## config.mk

```make
export PLATFORM = sky130hd
export DESIGN_NAME = polyshift_r
export DESIGN_NICKNAME = d
export VERILOG_FILES = /design/src/rtl/polyshift_r.sv
export SDC_FILE = /design/constraint.sdc
export NUM_CORES = 1
export LEC_CHECK = 0
export CAP_MARGIN = 5
export CORE_ASPECT_RATIO = 0.9
export CORE_MARGIN = 2
export CORE_UTILIZATION = 43
export CTS_CLUSTER_DIAMETER = 100
export CTS_CLUSTER_SIZE = 10
export DETAILED_ROUTE_END_ITERATION = 6
export DONT_BUFFER_PORTS = 1
export MAX_ROUTING_LAYER = met4
export PLACE_DENSITY = 0.68
export SETUP_SLACK_MARGIN = 0.5
export SKIP_CTS_REPAIR_TIMING = 1
export SLEW_MARGIN = 0
export SYNTH_ARGS = -nofsm -noshare
export SYNTH_HDL_FRONTEND = slang
export SYNTH_SLANG_ARGS = --single-unit
```

## constraint.sdc

```tcl
create_clock -name clk -period 0.9 [get_ports clk]
set_clock_uncertainty 0.05 [all_clocks]
set_input_delay 0.135 -clock clk [delete_from_list [all_inputs] [get_ports clk]]
set_output_delay 0.135 -clock clk [all_outputs]
set_load 0.005 [all_outputs]
```

## src/rtl/polyshift_r.sv

```systemverilog
// Registered right barrel shifter: logical, arithmetic, double-precision
// (C_IN fill) and rotate, with one cycle of latency.
package utils_pkg;
  typedef enum logic [1:0] {
    LOGIC = 2'd0,
    ARITH = 2'd1,
    RCR   = 2'd2,
    ROR   = 2'd3
  } SHIFT_TYPE;
endpackage

module polyshift_r
  import utils_pkg::*;
#(
  parameter int unsigned word_width = 8
) (
  input  logic                          clk,
  input  logic                          rst_n,
  input  logic [word_width-1:0]         D_IN,
  input  logic [word_width-2:0]         C_IN,
  input  logic [$clog2(word_width)-1:0] shift_size,
  input  SHIFT_TYPE                     shift_type,
  output logic [word_width-1:0]         D_OUT
);

  localparam int unsigned SW = $clog2(word_width);
  localparam int unsigned VW = 2 * word_width - 1;

  logic [word_width-2:0] fill_c;
  logic [VW-1:0]         shift_vec_c;
  logic [word_width-1:0] result_c;
  logic [word_width-1:0] d_out_q;
  logic [word_width-1:0] d_out_d;

  // Bits that enter from the top; at most word_width-1 of them can ever land.
  always_comb begin
    fill_c = '0;
    case (shift_type)
      LOGIC:   fill_c = '0;
      ARITH:   fill_c = {(word_width-1){D_IN[word_width-1]}};
      RCR:     fill_c = C_IN;
      ROR:     fill_c = D_IN[word_width-2:0];
      default: fill_c = '0;
    endcase
  end

  // One stage per shift_size bit; stage k moves the fill/data vector by 2^k.
  always_comb begin
    shift_vec_c = {fill_c, D_IN};
    for (int unsigned k = 0; k < SW; k++) begin
      if (shift_size[k]) begin
        shift_vec_c = shift_vec_c >> (1 << k);
      end
    end
    result_c = shift_vec_c[word_width-1:0];
  end

  assign d_out_d = result_c;

  always_ff @(posedge clk or negedge rst_n) begin
    if (!rst_n) begin
      d_out_q <= '0;
    end else begin
      d_out_q <= d_out_d;
    end
  end

  assign D_OUT = d_out_q;

endmodule

```

Word level (Yosys, flattened, before mapping)
Index checks and enable logic that the tools add are counted.
Widths: inputs -> output; s select.
- register bits after elaboration: 8
- input port bits: 22
- output and inout bits: 8
- eq/ne operators: 3
- muxes and demuxes: 4
- reductions and logical operators: 1
- operators by type and width (cell ; number):
    $pmux 7 s4 ; 1
    $mux 14 ; 1
    $mux 12 ; 1
    $mux 8 ; 1
    $eq 2x2->1 const B ; 2
    $eq 2x1->1 const B ; 1
    $logic_not 2->1 ; 1

Longest topological paths before layout
- depth in word-level cells: 5
- mapped depth: 6

Least setup slack after synthesis
OpenSTA, ideal clock, no wires.
- path kind: input -> register
- from: in shift_type[1]
- to: reg d_out_q[7] (netlist: D_OUT[7])
- data arrival time: 1170 ps
- data required time: 715 ps
- setup slack: -455 ps
- cell stages on the path: 5
- buffers on the path: 1
- cells stage by stage: buf_6 mux2_2 a221o_1 a211oi_1 a311oi_1
- cells in the longest elaborated chain, start to end: 5
- elaborated cells on any way between the ends: 8
- those cells by class: eq/ne: 3; mux: 4; reduce/logical: 1
- RTL lines (element ; line ; source):
    from (decl) ; 22 ; input SHIFT_TYPE shift_type,
    $eq 2x2->1, or another cell as far along ; 38 ; case (shift_type)
    $pmux 7 s4 * ; 38 ;
    $mux 14 * ; 51 ; if (shift_size[k]) begin
    $mux 12 * ; 51 ;
    $mux 8 * ; 51 ;
    net shift_vec_c[7] ; 30 ; logic [VW-1:0] shift_vec_c;
    to (signal assigned) ; 64 ; d_out_q <= d_out_d;
    to (decl) ; 32 ; logic [word_width-1:0] d_out_q;
The timed path passes the listed nets; every way through them passes the cells marked *.

Worst setup path in the final report
- from: in shift_type[1]
- to: reg d_out_q[2] (netlist: D_OUT[2])
Same word-level chain as after synthesis.

==> results.tsv <==
stage	metric	value	unit
global_routing	grt_max_degree	20	
placement	place.gp.congestion	0.918	
cts	cts.path.max_buffers	2	
sta	period_share	111	%
routing	vias_per_cell	6.64	
synth	ys_seq_area_share	23.1	%
synth	synth.most_common_cell	dfrtp_1	
synth	yosys-top-cells-area	dfrtp_1 (23%), mux4_2 (16%), mux2_2 (5.2%), o211ai_1 (5.2%), a221o_1 (4.6%)	
floorplanning	initial_core_util	45.2	%
cts	clock-sinks	8	
global_routing	grt_pass1_vias	751	
worst_setup_path	critPathArrivalTime	1110	ps
finish	largest_reg_flops	8	
worst_setup_path	cp_slowest_stage_delay	500	ps
power_and_ir_drop	p_sw	271	uW
finish	n_antenna_cell	0	
finish	post-route-util	52.0	%
synth	synth_ff_type	dfrtp_1	
sta	max_freq	1000	MHz
sta	fin_crit	998	ps
sta	relSlewSlack	77.5	%
sta	worst_pin_slew	337	ps
power_and_ir_drop	swShare	26.8	%
synth	ys_types	33	
floorplanning	row_count	15	
worst_setup_path	setup.worst_path.start_class	primary input	
synth	syn_nets	116	
worst_setup_path	critPathMaxFanout	18	
synth	synth-edff-count	0	
cts	clk_pin_slew	50	ps
routing	vias	810	
placement	port_buffers	0	
worst_setup_path	end_kind	flop	
synth	ys_ff_latch	8	
worst_setup_path	required	1010	ps
synth	syn_area_per_cell	9.21	um^2
synth	synthTopCellsByCount	dfrtp_1 (8), nand2_1 (7), mux4_2 (6), o211ai_1 (6), o21ai_0 (6)	
status	violations	negative hold slack, negative setup slack	
synth	async_flop_share	100	%
finish	areaGrowthSynthToFinish	15.0	%
floorplanning	dieHeight	46.6	um
power_and_ir_drop	comb_power_share	32.9	%
power_and_ir_drop	leakagePower	0.000381	uW
worst_setup_path	critPathKind	in2reg	
sta	rsz0062_at_grt	yes	
sta	hold_viol_final	13	
global_routing	grt_pass1_wl	3.66	mm
routing	wl	2.37	mm
worst_setup_path	crit_path_top_delay_cell	mux4_2	
routing	wl_per_cell	19.4	um
floorplanning	die_w	51.3	um
floorplanning	die_area	0.00239	mm^2
power_and_ir_drop	seqPwrFrac	42.0	%
routing	first_pass_iters	4	
global_routing	grtUsageTotal	21.6	%
routing	antenna_left	0	
status	status	finished with violations	
job	max_cap_viol_count	0	
synth	yosysTopAreaCell	dfrtp_1	
worst_setup_path	critPathLaunch	shift_type[1]	
sta	fin_worst_hold_slack	-467	ps
cts	cts_made_buffers	3	
finish	postLayoutCellArea	996	um^2
power_and_ir_drop	ir_worst_vdd	0.620	mV
sta	finalSetupViolCount	5	
routing	drcViolationCount	0	
cts	cts_root_buf	clkbuf_4	
sta	final_max_slew_viol_count	0	
power_and_ir_drop	power_frac_clock	25.1	%
sta	worst_slack	-98.3	ps
synth	synth_cells	94	
synth	yosysWarnings	0	
placement	place.detailed.hpwl	1.80	mm
cts	htree_levels	1	
synth	synth_area	866	um^2
placement	post_dp_cell_area	931	um^2
routing	drtIter0Drc	20	
floorplanning	coreArea	0.00191	mm^2
hold_path	hold_class	in2async	
finish	drive_above_1_share	33.0	%
power_and_ir_drop	totalPowerFinal	1010	uW
power_and_ir_drop	power_density	1020	mW/mm^2
finish	fin_nets	121	
global_routing	grt-ovfl-total	0	
cts	cts_tree	yes	
floorplanning	io_pins	30	
power_and_ir_drop	p_int	743	uW
worst_setup_path	worstPathCellList	mux2i_2 -> o21a_1 -> mux4_2 -> a21oi_2	
global_routing	antenna_found_initial	0	
sta	fin_tns_setup	-346	ps
synth	netlist.area_leader.share	23.1	%
-- critical path, delay by kind of cell --
kind,cells,cell delay [ps]
AO/OA/AOI/OAI,2,330
multiplexers,2,640
-- placed cells by master (no fill, tap or decap), types with 3 or more instances in the layout --
cell,n
dfrtp_1,8
nand2_1,7
buf_4,7
o211ai_1,6
mux4_2,6
inv_1,5
o21ai_0,5
a221o_1,4
nor2_1,4
mux2i_1,3
a21oi_1,3
a31oi_1,3
clkbuf_4,3
-- layout make-up --
| type | instances | area (um^2) |
|---|---|---|
| clock buffer | 3 | 22.5 |
| fill | 185 | 918 |
| inverter | 6 | 22.5 |
| multi-input combinational | 72 | 656 |
| sequential | 8 | 200 |
| tap | 25 | 31.3 |
| timing repair buffer | 8 | 63.8 |
-- routing by layer --
metal  track usage [%]  routed length, um  up-vias
li1                  -                  -      381
met1              28.3               1050      396
met2              33.8               1140       31
met3              5.52                166        2
met4              4.74                  9        0
met5                 -                  0        -
-- power by group through the flow --
stage / logic (uW) / registers [uW] / clock network (uW)
after CTS: 304 / 427 / 267
final: 333 / 426 / 255
after global placement: 299 / 432 / 0
after floorplan: 305 / 427 / 0
after detailed placement: 304 / 433 / 0
after global routing: 364 / 432 / 293
-- kinds of logic after synthesis --
group                  after synthesis  synth area share, %
DFF                                  8                 23.1
buffers and inverters               14                 7.80
and+or+nand+nor                     22                 13.0
muxes                               14                 25.4
AOI/OAI and AO/OA                   36                 30.6
-- worst paths after layout --
kind | endpoint | slack (ps) | depth (start not counted)
worst max-delay path | D_OUT[2]$_DFF_PN0_ | -100 | 4
worst min-delay path | D_OUT[6]$_DFF_PN0_ | -470 | 0
min in group clk | D_OUT[1]$_DFF_PN0_ | -70 | 1
max in group asynchronous | D_OUT[2]$_DFF_PN0_ | 1190 | 0
-- per-stage QoR --
step           setup slack (ps)  instances
3_5_place_dp               -371        119
6_report                  -98.3        122
5_1_grt                    -118        122
4_1_cts                    -118        122
3_3_place_gp               -371        119
2_1_floorplan              -415         94
Note: power is estimated with default switching activity, not from simulation.
